===== src/rtl/sha_digest_tx.sv =====
// SHA-3 digest streamer: captures the leading 512 bits of a Keccak state
// and emits the selected digest as a 16-bit stream, two bytes per word.
module sha_digest_tx #(
  parameter int WORD_W = 16
) (
  input  logic              ACLK,
  input  logic              ARESET,
  input  logic [1599:0]     state_in,
  input  logic              state_valid,
  input  logic [1:0]        ID,
  output logic              state_ready,
  output logic [WORD_W-1:0] TDATA,
  output logic              TVALID,
  input  logic              TREADY,
  output logic              TLAST,
  output logic [1:0]        TID
);

  typedef enum logic {
    IDLE,
    SEND
  } state_t;

  state_t       state_q;
  state_t       state_d;
  logic [511:0] cap_q;
  logic [1:0]   id_q;
  logic [4:0]   cnt_q;
  logic [4:0]   last_idx;
  logic [63:0]  lane;
  logic [15:0]  chunk;
  logic         capture;
  logic         xfer;
  logic         unused_upper;

  // Lanes beyond (2,1) never reach the stream, even for SHA3-512.
  assign unused_upper = ^state_in[1599:512];

  assign capture = (state_q == IDLE) && state_valid;
  assign xfer    = (state_q == SEND) && TREADY;

  always_comb begin
    last_idx = 5'd31;
    unique case (id_q)
      2'd0: last_idx = 5'd13;
      2'd1: last_idx = 5'd15;
      2'd2: last_idx = 5'd23;
      2'd3: last_idx = 5'd31;
    endcase
  end

  always_ff @(posedge ACLK) begin
    if (ARESET) begin
      state_q <= IDLE;
      cap_q   <= '0;
      id_q    <= '0;
      cnt_q   <= '0;
    end else begin
      state_q <= state_d;
      if (capture) begin
        cap_q <= state_in[511:0];
        id_q  <= ID;
        cnt_q <= '0;
      end else if (xfer) begin
        cnt_q <= cnt_q + 5'd1;
      end
    end
  end

  always_comb begin
    state_d     = state_q;
    state_ready = 1'b0;
    TVALID      = 1'b0;
    TLAST       = 1'b0;
    unique case (state_q)
      IDLE: begin
        state_ready = 1'b1;
        if (state_valid) state_d = SEND;
      end
      SEND: begin
        TVALID = 1'b1;
        TLAST  = (cnt_q == last_idx);
        if (TREADY && TLAST) state_d = IDLE;
      end
      default: state_d = IDLE;
    endcase
  end

  // Byte 2k goes to the high half so the stream reads in digest order.
  assign lane  = cap_q[{cnt_q[4:2], 6'd0} +: 64];
  assign chunk = lane[{cnt_q[1:0], 4'd0} +: 16];
  assign TDATA = TVALID ? {chunk[7:0], chunk[15:8]} : '0;
  assign TID   = id_q;

endmodule


===== config.mk =====
export PLATFORM = sky130hd
export DESIGN_NAME = sha_digest_tx
export DESIGN_NICKNAME = d
export VERILOG_FILES = /design/src/rtl/sha_digest_tx.sv
export SDC_FILE = /design/constraint.sdc
export NUM_CORES = 1
export LEC_CHECK = 0
export CORE_AREA = 2 2 631 633
export CTS_CLUSTER_SIZE = 12
export DETAILED_ROUTE_END_ITERATION = 10
export DIE_AREA = 0 0 633 635
export GPL_TIMING_DRIVEN = 0
export SETUP_SLACK_MARGIN = 0.02
export SYNTH_ARGS = -nofsm -noshare
export SYNTH_HDL_FRONTEND = slang
export SYNTH_SLANG_ARGS = --single-unit

===== constraint.sdc =====
create_clock -name ACLK -period 2.5 [get_ports ACLK]
set_input_delay 0.375 -clock ACLK [delete_from_list [all_inputs] [get_ports ACLK]]
set_output_delay 0.375 -clock ACLK [all_outputs]
set_load 0.005 [all_outputs]

==> impl_metrics.toml <==
[outcome]
outcome = "complete, but fails checks"
violations = "negative setup slack"

[sta]
fin_skew_ns = 0.07744
slew_headroom_pct = 0.6953
final-hold-violation-count = 0
setup_slack_ns = -1.105
min_period_ns = 3.605
max_freq_mhz = 277.4
setup_violations = 18
report.final.slew_viol_count = 0
rsz0062_at_grt = "true"
worstMarginPinSlew_ns = 1.490
timing.final.crit_share_pct = 144.2

[clocking]
cts_root_buf = "clkbuf_16"
clockBufferDepth = 3
clock-sinks = 520
clk_latency_ns = 0.74
cts_tree = "built"
ctsHoldBuffers = 0
clkSlewWorstSetupHoldPaths_ns = 0.07
htreeDepth = 2
numCtsBuffers = 58

[cells_and_area]
fillers = 46065
multi_input_area_um2 = 11170
final_common_cell = "nand2_1"
final_nets = 4808
final_layout_size_suffix_gt1_share_pct = 13.54
layout.cells.non_filler = 8529
area_growth_pct = 68.99
seq_area_um2 = 10420
most-common-layout-cells = "nand2_1 (1,032), clkdlybuf4s50_1 (518), dfxtp_1 (517)"

[grt]
track_usage_pct = 9.571
grt_overflow_total = 0
grt_max_degree = 17
grt_pass1_wl_um = 241700
grt_pass1_vias = 21195
antenna_found_initial = 202

[synth]
ys_types = 38
synth-compound-area-share_pct = 14.39
syn_area_per_cell_um2 = 8.545
synth_warnings = 0
synthSimpleGateAreaFrac_pct = 18.15
yosys.area_share.adder_pct = 0.05676
syn_inst = 2580
synthFlopType = "dfxtp_1"
synthMuxAreaShare_pct = 15.23
synth_edf_count = 0
synth_xor_area_share_pct = 0.1986
synth-seq-cells = 520
syn_area_um2 = 22040
async_flop_share_pct = 0
ys_seq_area_share_pct = 47.22
synth_top_family_by_area = "simple AND/OR/NAND/NOR gates"
synth_nets = 4187

[placed_design]
dp_hpwl_um = 171800
post-place-cells = 8361
place_ws_ns = -2.073
port_buffers = 537
gp_congestion = 0.8940

[setup_path]
crit_buf_inv = 4
reg2reg_slack_ns = -0.09
cpMaxStageDelayCell = "a221oi_4"
r2r_cells = 6
crit_chain = "buf_12, buf_16, buf_8, mux2i_1, a221oi_4, o21ai_1, a31oi_1, buf_4"
r2r_start = "state_q"
reg2reg_to = "cap_q[223]"
cp_top_family = "compound AO/OA/AOI/OAI gates"
critical_path_class = "reg -> out"
max_stage_delay_ns = 0.57
critPathLaunch = "cnt_q[3]"
arrival_ns = 3.23
crit_cells = 8
worstPathRequired_ns = 2.12
start_kind = "flop"
critical_path.max_fanout = 10
cp-end-kind = "output pin"

[die]
die_w_um = 633
rows = 231
die_area_um2 = 402000
num_io_pins = 1627
die_h_um = 635
core_um2 = 394800
initial_core_util_pct = 5.584

[routing]
drc = 0
initialDrtViolationCount = 2141
drt_first_pass_iters = 5
avgRoutedWirePerCell_um = 23.34
ant_nets = 0
viasPerCell = 2.671
num_vias = 22780
drt_wl_total_um = 199000

[run]
drv_cap = 0

[power]
leakage_nw = 11.44
power_density_nw_per_um2 = 572.1
totalPowerFinal_mw = 21.31
peakVddDrop_mv = 0.5389

[min_path]
hp-class = "in -> reg"
holdPathStages = 3
hold_path_end = "cap_q[505]"
min_from = "state_in[505]"
-- layout make-up --
type | instances | area share (%)
multi-input combinational | 1834 | 29.98
sequential | 520 | 27.97
tap | 5242 | 17.61
timing repair buffer | 563 | 15.43
clock buffer | 75 | 4.255
buffer | 222 | 3.651
clock inverter | 20 | 0.7422
antenna | 51 | 0.3426
inverter | 2 | 0.02015
-- worst max path at each step --
stage / endpoint / slack, ns
after detailed placement: TDATA[7] / -2.07
final: TDATA[2] / -1.10
after global routing: TDATA[2] / -1.11
after CTS: TDATA[1] / -1.13
after global placement: TDATA[7] / -2.07
after floorplan: TDATA[0] / 0.47
-- worst register-to-register path: cells and delay by family (launching register included) --
kind / cells / cell delay, ns
flops: 1 / 0.35
buf+inv: 3 / 1.49
simple gates: 2 / 0.47
compound gates: 1 / 0.20
-- flip-flops by register name, summed over array words and instances (netlist names) --
register	cells
state_q	1
cap_q	512
TID	2
cnt_q	5
-- power breakdown --
part	switching (mW)	total, mW	internal, mW	leakage (nW)
registers	0.319	9.08	8.76	4.27
logic	2.00	3.36	1.36	6.26
clock network	4.00	8.88	4.88	0.908
total	6.32	21.3	15.0	11.4
-- synth_stat cells, types with 3 or more instances --
cell type | count | area [um2]
mux4_1 | 38 | 998.5
a31oi_1 | 16 | 100.1
nor2b_1 | 3 | 18.77
a221oi_1 | 13 | 113.9
nand2_1 | 1036 | 3889
xnor2_1 | 3 | 26.28
buf_1 | 7 | 26.28
nor2_1 | 4 | 15.01
nor3_1 | 5 | 25.02
o221ai_1 | 16 | 140.1
mux2i_1 | 33 | 330.3
dfxtp_1 | 520 | 10410
clkbuf_1 | 132 | 495.5
o21ai_1 | 10 | 50.05
buf_6 | 11 | 123.9
a21oi_1 | 514 | 2572
mux4_2 | 73 | 1644
o2111ai_1 | 3 | 26.28
buf_4 | 6 | 45.04
mux2_2 | 32 | 360.4
o21ai_0 | 3 | 15.01
a22oi_1 | 16 | 120.1
buf_2 | 67 | 335.3
-- what timing repair did --
action / CTS / global route
setup buffers: 18 / 1
gates cloned: 5 / 0
pin swaps: 17 / 5
endpoints found under the setup margin: 525 / 33
gates resized for setup: 344 / 27
-- per-stage QoR --
| step | cell area [um2] | utilization, % | TNS [ns] | hold slack [ns] |
|---|---|---|---|---|
| 2_1_floorplan | 22040 | - | 0 | 0.4315 |
| 3_3_place_gp | 33980 | 8.606 | -658.39 | 0.4373 |
| 3_5_place_dp | 34030 | 8.620 | -485.66 | 0.4418 |
| 4_1_cts | 37060 | 9.386 | -17.61 | 0.1213 |
| 5_1_grt | 37180 | 9.418 | -17.44 | 0.1669 |
| 6_report | 37250 | 9.436 | -16.52 | 0.1853 |
-- cells by family after synthesis --
group | after synthesis
muxes | 177
AOI/OAI and AO/OA | 595
and+or+nand+nor | 1056
buffers and inverters | 226
DFF | 520
xor gates and xnor gates | 5
adders and majority gates | 1
-- metal layers --
layer	track usage (%)	up-vias	part of all wire [%]	wire length, um
met2	15.77	1339	46	91840
met3	3.176	367	10	20800
met4	4.028	68	5.3	10530
met1	11.30	10932	38	75410
met5	0	-	0.23	459
li1	-	10074	-	-
Note: power is estimated with default switching activity, not from simulation.
